--- src/rtl/demux_16_to_16x16_collect_pkg.sv ---
// demux_16_to_16x16_collect_pkg: shared lane constants, FSM encoding and lane-slice helper
package demux_16_to_16x16_collect_pkg;
    localparam int WIDTH = 16;
    localparam int LANES = 16;
    localparam int SEL_W = 4;
    typedef enum logic {FILL = 1'b0, HOLD = 1'b1} state_e;
    function automatic logic [WIDTH-1:0] lane_slice(input logic [WIDTH*LANES-1:0] bus, input logic [SEL_W-1:0] i);
        return bus[WIDTH*int'(i) +: WIDTH];
    endfunction
endpackage

--- src/rtl/demux_16_to_16x16_collect_mux.sv ---
// mux_16x16_to_16: selects one 16-bit lane out of a packed 256-bit bus
module mux_16x16_to_16
    import demux_16_to_16x16_collect_pkg::*;
(
    input  logic [WIDTH*LANES-1:0] In,
    input  logic [SEL_W-1:0]       S,
    output logic [WIDTH-1:0]       out
);
    assign out = lane_slice(In, S);
endmodule

--- src/rtl/demux_16_to_16x16_collect.sv ---
// demux_16_to_16x16_collect: steers 16-bit words into 16 lanes, releases full 256-bit frames.
// Optional COLLECT_READBACK_EN adds rd_addr/rd_data combinational lane readback.
module demux_16_to_16x16_collect
    import demux_16_to_16x16_collect_pkg::*;
(
    input  logic                   clk,
    input  logic                   rst,
    input  logic                   in_valid,
    output logic                   in_ready,
    input  logic [WIDTH-1:0]       in_data,
    input  logic [SEL_W-1:0]       in_addr,
    input  logic                   addr_mode,
    output logic                   out_valid,
    input  logic                   out_ready,
    output logic [WIDTH*LANES-1:0] out,
    output logic [SEL_W-1:0]       wr_ptr,
    output logic [LANES-1:0]       lane_written
`ifdef COLLECT_READBACK_EN
    ,
    input  logic [SEL_W-1:0]       rd_addr,
    output logic [WIDTH-1:0]       rd_data
`endif
);
    state_e                 state_q, state_d;
    logic [WIDTH*LANES-1:0] out_q, out_d;
    logic [LANES-1:0]       lw_q, lw_d;
    logic [SEL_W-1:0]       wr_ptr_q, wr_ptr_d;
    logic [SEL_W-1:0]       tgt;
    logic                   accept, rel;

    always_ff @(posedge clk) begin
        if (rst) begin
            state_q  <= FILL;
            out_q    <= '0;
            lw_q     <= '0;
            wr_ptr_q <= '0;
        end else begin
            state_q  <= state_d;
            out_q    <= out_d;
            lw_q     <= lw_d;
            wr_ptr_q <= wr_ptr_d;
        end
    end

    always_comb begin
        tgt      = addr_mode ? in_addr : wr_ptr_q;
        accept   = in_valid && in_ready;
        rel      = out_valid && out_ready;
        out_d    = out_q;
        lw_d     = rel ? '0 : lw_q;
        wr_ptr_d = accept ? tgt + SEL_W'(1) : rel ? '0 : wr_ptr_q;
        if (accept) begin
            out_d[WIDTH*int'(tgt) +: WIDTH] = in_data;
            lw_d[tgt] = 1'b1;
        end
    end

    // Completion is judged on the post-write mask so the 16th accept moves straight to HOLD.
    always_comb begin
        state_d = (state_q == FILL && accept && &lw_d) ? HOLD :
                  (state_q == HOLD && rel) ? FILL : state_q;
    end

    always_comb begin
        in_ready     = (state_q == FILL) && !rst;
        out_valid    = (state_q == HOLD);
        out          = out_q;
        wr_ptr       = wr_ptr_q;
        lane_written = lw_q;
    end

`ifdef COLLECT_READBACK_EN
    mux_16x16_to_16 u_rd_mux (
        .In  (out_q),
        .S   (rd_addr),
        .out (rd_data)
    );
`endif
endmodule
--- config.mk ---
export PLATFORM = sky130hd
export DESIGN_NAME = demux_16_to_16x16_collect
export DESIGN_NICKNAME = d
export VERILOG_FILES = /design/src/rtl/demux_16_to_16x16_collect_pkg.sv /design/src/rtl/demux_16_to_16x16_collect_mux.sv /design/src/rtl/demux_16_to_16x16_collect.sv
export SDC_FILE = /design/constraint.sdc
export NUM_CORES = 1
export LEC_CHECK = 0
export ABC_AREA = 1
export BUFFER_PORTS_ARGS = -buffer_cell sky130_fd_sc_hd__buf_2
export CORE_MARGIN = 2
export CORE_UTILIZATION = 42
export CTS_CLUSTER_SIZE = 24
export DETAILED_ROUTE_END_ITERATION = 8
export PLACE_DENSITY = 0.66
export SYNTH_ARGS = -nofsm -noshare
export SYNTH_HDL_FRONTEND = slang
export SYNTH_SLANG_ARGS = --single-unit
--- constraint.sdc ---
create_clock -name clk -period 3.2 [get_ports clk]
set_input_delay 0.16 -clock clk [delete_from_list [all_inputs] [get_ports clk]]
set_output_delay 0.16 -clock clk [all_outputs]
set_load 0.005 [all_outputs]
==> reports/metrics.cfg <==
[synth]
ys.flop_type=dfxtp_1
syn_inst=1731
yosysSeqAreaShare=0.471
synth_area_leaders=dfxtp_1 47%, nor2_1 17%, nand2_1 14%, o21ai_0 4.4%, nor3_1 2.3%
synthDistinctLibCells=35
synth_top_area_frac=0.471
yosysMostFrequentCell=nor2_1
synth_area_um2=11800
synth.top_cells.by_count=546 x nor2_1, 432 x nand2_1, 277 x dfxtp_1
synth_seq_cells=277
synth_nets=1761
synthArstFlopShare=0
synth_edf_count=0
synth_warnings=0
yosysTopAreaCell=dfxtp_1
avgSynthCellArea_um2=6.80

[clock_network]
cts_tree=done
clk_transition_reported_paths_ns=0.06
cts_setup_buffers=0
cts_buffers=30
cts.sinks=277
postCtsResizedCells=0
htreeDepth=1
cts_buffer_depth=3
cts_root_buf=clkbuf_16
cts_hold_buf=15
insertion_delay_ns=0.55

[route]
drt_wl_total_um=40000
num_vias=11933
drc=0
first_pass_iters=5
viasPerCell=4.98
drtIter0Drc=955
wl_per_cell_um=16.7
final_antenna_net_count=0

[global_routing]
grt_antenna_before_repair=0
grt_max_degree=120
busiest_layer=met2
grtUsageTotal=0.262
met1_usage=0.352
grt-ovfl-total=0
grt_pass1_vias=10620
grt_pass1_wl_um=60100
globalRouteMet2Util=0.416
use_met3=0.0545

[placement]
io_buffers=302
dpl.hpwl_um=27900
place_congestion=0.852
place_area_um2=13500

[pwr]
p_per_area_nw_per_um2=551
leakagePower_nw=6.91
ir_worst_vdd_mv=0.320

[sta]
drv_slew=0
slew_headroom=0.449
finalSetupTns_ns=0
tightest_slew_ns=0.827
skew_ns=0.00908
setup_viol=0
min_period_ns=2.78
rsz0062_at_grt=no
finalHoldViolations=0
fmax_mhz=360
fin_crit_sh=0.867
whs_ns=0.0369

[worst_hold_path]
min_path_type=input port to flop
min-delay-start=in_data[7]
whs_path_depth=3
whs_endpoint=out[7]

[cells_and_area]
nets=2029
syn_to_final_growth_pct=24.8
diodes=0
drive_above_1_share=0.215
final_cell_area_um2=14700
finish.utilization=0.530

[setup_path]
cp-end-kind=flop
critPathArrivalTime_ns=3.21
critPathLaunchType=flop
r2r_start=wr_ptr[0]
worstPathCellList=o21ai_4 -> buf_4 -> inv_2 -> buf_4 -> nand3_1 -> inv_1 -> nand2_1 -> inv_2 -> nor2_1 -> nor2_1
critPathRequiredTime_ns=3.64
rr_endpoint=out[246]
reg2reg_depth=10
r2r_slack_ns=0.42
worst-path-max-fanout=28
slowest_stage=nand2_1
critical-path-max-stage-delay_ns=0.41
worstSetupPathType=flop to flop

[die]
io-pin-count=303
die-area_um2=29400
design.core.area_um2=27700
start_util=0.425
row_count=61
die_height_um=171
die_w_um=171

[run_status]
status=finished clean

[run]
maxCapViolCount=0

==> power breakdown <==
group          leakage [nW]  internal, mW  switching [mW]
clock network         0.522          2.25            1.40
registers              2.23          3.50          0.0307
logic                  4.15         0.245           0.662
total                  6.91          6.00            2.10
==> area by class of cell <==
class | count | area (µm²)
sequential | 277 | 5550
clock inverter | 11 | 161
multi-input combinational | 1291 | 5520
inverter | 53 | 204
fill | 2818 | 13000
tap | 378 | 473
clock buffer | 41 | 893
timing repair buffer | 346 | 1890
==> per-layer routing <==
layer	share of wire	vias to the layer above	wire length (µm)
met3	0.077	82	3080
met4	0.035	0	1410
met2	0.45	454	18100
met5	0	-	0
li1	-	5944	-
met1	0.44	5453	17400
==> logic make-up (layout without fill, tap and decap cells) <==
| logic type | count (synthesis) | in the layout | share of synthesized area |
|---|---|---|---|
| simple gates | 1131 | 1131 | 0.395 |
| flops | 277 | 277 | 0.471 |
| buf+inv | 163 | 451 | 0.0609 |
| compound gates | 155 | 155 | 0.0681 |
| fa+ha+maj | 5 | 5 | 0.00531 |
==> through the flow <==
| step | total power, mW | setup WS, ns | std cells |
|---|---|---|---|
| 2_1_floorplan | 4.18 | 0.276 | 1731 |
| 3_3_place_gp | 4.48 | 0.442 | 2330 |
| 3_5_place_dp | 4.49 | 0.401 | 2330 |
| 4_1_cts | 8.16 | 0.432 | 2397 |
| 5_1_grt | 8.38 | 0.167 | 2397 |
| 6_report | 8.10 | 0.424 | 2397 |
==> sequential cells by signal (all words and copies together), names as in the netlist <==
signal and flops:
lane_written 16, out 256, out_valid 1, wr_ptr 4
==> worst max-delay path: cells and delay by family, from the launching register on <==
family / cells / cell delay (ns)
buf+inv: 5 / 1.29
simple gates: 4 / 0.75
flops: 1 / 0.35
compound gates: 1 / 0.25
==> cells in the final DEF, fill, tap and decap left out, types with 2 or more instances in the layout <==
cell type	netlist	layout
a21oi_1	24	24
buf_2	42	302
buf_4	12	28
bufinv_16	0	4
clkbuf_1	41	2
clkbuf_16	0	31
clkbuf_8	0	8
clkinv_2	0	5
dfxtp_1	277	277
dlygate4sd3_1	0	15
ha_1	5	4
inv_1	44	43
inv_2	8	9
nand2_1	432	432
nand2_2	8	8
nand3_1	52	52
nand3_4	3	3
nand4_1	4	4
nand4_4	3	3
nor2_1	546	546
nor2_2	11	11
nor2_4	7	7
nor3_1	55	55
nor3_2	3	3
nor4_1	2	2
o21ai_0	104	104
o21ai_1	21	21
o21ai_4	1	2
==> worst max-delay path by stage <==
stage,cells past startpoint,end,startpoint,slack [ns]
floorplan,10,out[131],wr_ptr[0],0.28
global placement,12,out[141],addr_mode,0.44
detailed placement,12,out[246],addr_mode,0.40
CTS,10,out[246],wr_ptr[0],0.43
global route,11,out[172],wr_ptr[1],0.17
finish,10,out[246],wr_ptr[0],0.42
No activity file was read; power rests on OpenSTA's default activity.
